**src/rtl/plab4_net_tdm_link_arb_pkg.sv**
```systemverilog
// plab4_net_tdm_link_arb_pkg: domain and port encodings shared by the TDM link arbiter
package plab4_net_tdm_link_arb_pkg;

    localparam logic DOM_0 = 1'b0;
    localparam logic DOM_1 = 1'b1;

    localparam logic [1:0] PORT_FWD   = 2'd0;
    localparam logic [1:0] PORT_TERM  = 2'd1;
    localparam logic [1:0] PORT_BACKW = 2'd2;

    // Round-robin successor of a one-hot grant: the port after the winner goes first next time
    function automatic logic [1:0] next_ptr(input logic [2:0] grant);
        return grant[PORT_FWD] ? PORT_TERM : grant[PORT_TERM] ? PORT_BACKW : PORT_FWD;
    endfunction

endpackage

```
**src/rtl/plab4_net_rr_arb3.sv**
```systemverilog
// plab4_net_rr_arb3: combinational 3-way round-robin arbiter with one-hot grant
module plab4_net_rr_arb3 (
    input  logic [2:0] req,
    input  logic [1:0] ptr,
    output logic [2:0] grant
);

    logic [5:0] dbl;
    logic [2:0] rot;
    logic [2:0] pick;
    logic [5:0] back;

    // Rotate requests so the pointer position is bit 0, pick the lowest, rotate back
    assign dbl   = {req, req};
    assign rot   = dbl[ptr +: 3];
    assign pick  = rot[0] ? 3'b001 : rot[1] ? 3'b010 : rot[2] ? 3'b100 : 3'b000;
    assign back  = {pick, pick} << ptr;
    assign grant = back[5:3];

endmodule

```
**src/rtl/plab4_net_tdm_link_arb.sv**
```systemverilog
// plab4_net_tdm_link_arb: time-division arbiter sharing one ring link between two security domains
module plab4_net_tdm_link_arb
    import plab4_net_tdm_link_arb_pkg::*;
#(
    parameter int p_msg_cnbits   = 32,
    parameter int p_msg_dnbits   = 32,
    parameter int p_slot_cycles  = 8,
    parameter int p_guard_cycles = 1
) (
    input  logic                    clk,
    input  logic                    reset,
    input  logic                    in0_val,
    output logic                    in0_rdy,
    input  logic                    in0_domain,
    input  logic [p_msg_cnbits-1:0] in0_msg_control,
    input  logic [p_msg_dnbits-1:0] in0_msg_data,
    input  logic                    in1_val,
    output logic                    in1_rdy,
    input  logic                    in1_domain,
    input  logic [p_msg_cnbits-1:0] in1_msg_control,
    input  logic [p_msg_dnbits-1:0] in1_msg_data,
    input  logic                    in2_val,
    output logic                    in2_rdy,
    input  logic                    in2_domain,
    input  logic [p_msg_cnbits-1:0] in2_msg_control,
    input  logic [p_msg_dnbits-1:0] in2_msg_data,
    output logic                    out_val,
    input  logic                    out_rdy,
    output logic [p_msg_cnbits-1:0] out_msg_control,
    output logic [p_msg_dnbits-1:0] out_msg_data,
    output logic                    out_domain
);

    localparam int            sw          = $clog2(p_slot_cycles);
    localparam logic [sw-1:0] slot_last   = sw'(p_slot_cycles - 1);
    localparam logic [sw-1:0] guard_start = sw'(p_slot_cycles - p_guard_cycles);

    logic [sw-1:0] slot_cnt;
    logic          cur_dom;
    logic [1:0]    rr_ptr0;
    logic [1:0]    rr_ptr1;
    logic [1:0]    ptr;
    logic          guard;
    logic          xfer;
    logic [2:0]    req;
    logic [2:0]    grant;

    // Reset gates the requests so every output drops to zero while reset is held
    assign guard = (p_guard_cycles != 0) && (slot_cnt >= guard_start);
    assign req   = {in2_val & (in2_domain == cur_dom),
                    in1_val & (in1_domain == cur_dom),
                    in0_val & (in0_domain == cur_dom)} & {3{~guard & ~reset}};
    assign ptr   = (cur_dom == DOM_1) ? rr_ptr1 : rr_ptr0;

    plab4_net_rr_arb3 u_arb (
        .req   (req),
        .ptr   (ptr),
        .grant (grant)
    );

    assign out_val                     = |grant;
    assign xfer                        = out_val & out_rdy;
    assign {in2_rdy, in1_rdy, in0_rdy} = grant & {3{out_rdy}};
    assign out_domain                  = cur_dom;
    assign out_msg_control = grant[0] ? in0_msg_control : grant[1] ? in1_msg_control :
                             grant[2] ? in2_msg_control : '0;
    assign out_msg_data    = grant[0] ? in0_msg_data : grant[1] ? in1_msg_data :
                             grant[2] ? in2_msg_data : '0;

    // Free-running slot counter; the owning domain flips as the counter wraps
    always_ff @(posedge clk or posedge reset) begin
        if (reset) begin
            slot_cnt <= '0;
            cur_dom  <= DOM_0;
        end else if (slot_cnt == slot_last) begin
            slot_cnt <= '0;
            cur_dom  <= ~cur_dom;
        end else begin
            slot_cnt <= slot_cnt + 1'b1;
        end
    end

    // Per-domain round-robin pointers advance only on a completed transfer in their own domain
    always_ff @(posedge clk or posedge reset) begin
        if (reset) begin
            rr_ptr0 <= PORT_FWD;
            rr_ptr1 <= PORT_FWD;
        end else if (xfer && cur_dom == DOM_1) begin
            rr_ptr1 <= next_ptr(grant);
        end else if (xfer) begin
            rr_ptr0 <= next_ptr(grant);
        end
    end

endmodule
```
**config.mk**
```make
export PLATFORM = sky130hd
export DESIGN_NAME = plab4_net_tdm_link_arb
export DESIGN_NICKNAME = d
export VERILOG_FILES = /design/src/rtl/plab4_net_tdm_link_arb_pkg.sv /design/src/rtl/plab4_net_rr_arb3.sv /design/src/rtl/plab4_net_tdm_link_arb.sv
export SDC_FILE = /design/constraint.sdc
export NUM_CORES = 1
export LEC_CHECK = 0
export BUFFER_PORTS_ARGS = -buffer_cell sky130_fd_sc_hd__clkbuf_2
export CORE_AREA = 2 2 103 105
export CTS_BUF_LIST = sky130_fd_sc_hd__clkbuf_8
export DETAILED_ROUTE_END_ITERATION = 8
export DIE_AREA = 0 0 105 107
export GPL_TIMING_DRIVEN = 0
export PLACE_DENSITY_LB_ADDON = 0.2
export SYNTH_ARGS = -nofsm -noshare
export SYNTH_HDL_FRONTEND = slang
export SYNTH_SLANG_ARGS = --single-unit
```
**constraint.sdc**
```tcl
create_clock -name clk -period 3.7 [get_ports clk]
set_clock_uncertainty 0.1 [all_clocks]
set_input_delay 0.185 -clock clk [delete_from_list [all_inputs] [get_ports clk]]
set_output_delay 0.185 -clock clk [all_outputs]
set_load 0.1 [all_outputs]
```
==> metrics.txt <==
status finished clean; # fillers 1155; worst hold slack approximately 270 ps; GR Overflow Total 0; CP required 3410 ps; All-Layer GR Usage 16.8%; RD Place Congestion 0.854; Setup crit end kind primary output; largest net degree at the start of global routing 11; Reg2Reg Depth 7; initial antenna violation count 0; Worst Max-Slew Pin Slew 642 ps; Max-cap violations 0; FP Rows 37; Max Clk Rate between 0.2 and 0.3 GHz; Slew headroom 57.1%; post-synth top area share 30.3%; DRC 0; via count 3351; Synth Flop Type dfrtp_1; Netlist cell types 34; Cell Area, Synth 2110 um2; asr flop ratio synth 100%; share of layout cells above drive strength 1 54.2%; Peak supply drop 0.000113 V; Iteration-0 DRC Markers 183; Worst-path clk slew around 40 ps; crit path DAT around 3200 ps; WL per Instance 14.8 um; crit path to out_msg_control[21]; core area 10100 um2; CTS tree done; Clock Latency Late Sink 230 ps; Die Width between 100 and 150 um; Layout Nets around 770; htree depth 1; total wire length 10300 um; Antenna Violating Nets Remaining 0; first-pass GRT wire length 15600 um; Yosys reg bits 8; Syn Inst Count 288; ranking of synthesized cells by area a221o_1 30%, nor4_1 19%, inv_1 13%, dfrtp_1 9.5%, buf_6 4.8%; Critical Path Start slot_cnt[0]; HP Start out_rdy; DRT Pass-1 Iters 4; Mean Syn Cell Area 7.34 um2; Post-synth EDFFs 0; # IOs between 200 and 300; reg2reg setup slack 1200 ps; RR Endpoint rr_ptr1[0]; CTS Sinks 8; Die ar. 11200 um2; hpwl dp just under 9000 um; Initial Util 20.9%; CTS buffer count 3; Area Overhead vs Synth 76.2%; final hold vios 0; Final TNS setup 0 ps; Clock Path Buffers 2; RSZ-0062 raised after global routing no; Final Critical Period ~3500 ps; critical path type flop to primary output; IO Port Bufs 269; height of the die 107 um; Ant. Diodes 0; sequential share of the synthesized area 9.47%; leakage between 2 and 2.5 nW; vias in the first global route approximately 3300; Pwr Density 234 nW/um2; final period utilization slightly above 90%; final setup fails 0; syn nets 491; CP max FO 10; cell accounting for the most synthesized area a221o_1; root buffer cell clkbuf_8; Yosys warnings 0; vias per cell 4.81; Max Slew Vio Count 0; Power Total 0.873 mW; hold crit path type input pin to flop; crit start category flop; Reg2Reg Launch Point slot_cnt[0]
## sequential cells by signal (all words and copies together) (netlist names)
signal and flops:
out_domain 1, rr_ptr0 2, rr_ptr1 2, slot_cnt 3
## what timing repair did
action	in CTS	in global routing
hold buffers	1	0
setup endpoints to repair	1	56
pin swaps	0	0
gates resized for setup	1	49
buffers inserted	0	0
hold endpoints to repair	8	0
## logic make-up after synthesis
logic type / Yosys count / synth area share (%)
buffers and inverters: 108 / 23.9
and+or+nand+nor: 86 / 25.0
AOI/OAI and AO/OA: 76 / 36.4
DFF: 8 / 9.47
xor gates and xnor gates: 4 / 1.66
muxes: 4 / 2.37
adders and majority gates: 2 / 1.18
## worst max-delay path, cell delays in order (launching register included)
cell and delay, ps:
dfrtp_1 400, ha_1 210, ha_1 240, a311oi_2 290, nand3_1 180, clkbuf_1 330
clkbuf_1 300, nor4_1 360, a221o_1 170, clkbuf_2 450
## through the flow
| stage | setup WS (ps) | utilization [%] | cell area [um2] | instances |
|---|---|---|---|---|
| finish | 248 | 36.9 | 3720 | 697 |
| global route | 49.7 | 36.9 | 3720 | 697 |
| CTS | 26.0 | 36.5 | 3680 | 697 |
| detailed placement | 216 | 36.0 | 3630 | 693 |
| global placement | 236 | 36.0 | 3630 | 693 |
| floorplan | 330 | - | 2110 | 288 |
## cells in the mapped netlist, types with 2 or more instances
master     instances
dfrtp_1            8
and2_1             3
or4_1              2
nand3_1            2
clkbuf_1          13
xnor2_1            2
buf_6              9
inv_1             72
buf_2              8
a211oi_4           2
o2111ai_1          2
nor4_1            64
a221o_1           64
o311ai_1           4
nand2_1            6
o211a_1            2
xor2_1             2
buf_4              6
ha_1               2
## metal layers
metal,global-route usage [%],up-vias,routed length [um]
met3,2.86,6,714
li1,-,1684,-
met5,0,-,0
met4,2.29,0,84
met2,31.0,168,5180
met1,20.9,1493,4360
## layout make-up
type	count	area [um2]	area share (%)
timing repair buffer	270	1390	37.2
sequential	8	200	5.38
clock buffer	3	41.3	1.11
buffer	36	235	6.32
multi-input combinational	172	1420	38.1
inverter	72	270	7.26
tap	136	170	4.57
## how the worst min path moves through the flow
stage               slack (ps)     endpoint  depth (start not counted)
global route               320   rr_ptr0[1]                          4
global placement            40   out_domain                          2
finish                     270   rr_ptr1[1]                          4
detailed placement          40  slot_cnt[2]                          2
floorplan                 -100   out_domain                          1
CTS                        270   rr_ptr1[1]                          4
## report_power, final
| group | leakage (nW) | total, mW | switching (mW) | internal [mW] |
|---|---|---|---|---|
| Clock | 0.0216 | 0.107 | 0.0366 | 0.0707 |
| Combinational | 2.11 | 0.674 | 0.494 | 0.180 |
| Sequential | 0.0882 | 0.0914 | 0.00180 | 0.0896 |
| Total | 2.22 | 0.873 | 0.533 | 0.340 |
## cell usage in the layout (no fill, tap or decap), types with 2 or more instances in the layout
master and n:
buf_4 6, nor4_1 63, or4_1 2, inv_1 72, nand3_1 2, a221o_1 64, buf_2 33, clkbuf_8 3
xnor2_1 2, a211oi_4 2, o2111ai_1 2, and2_1 3, nand2_1 6, dfrtp_1 8, clkbuf_4 12, buf_6 9
o211a_1 2, clkbuf_2 232, o311ai_1 4, xor2_1 2, clkbuf_1 13, ha_1 2
Note: power is estimated with default switching activity, not from simulation.
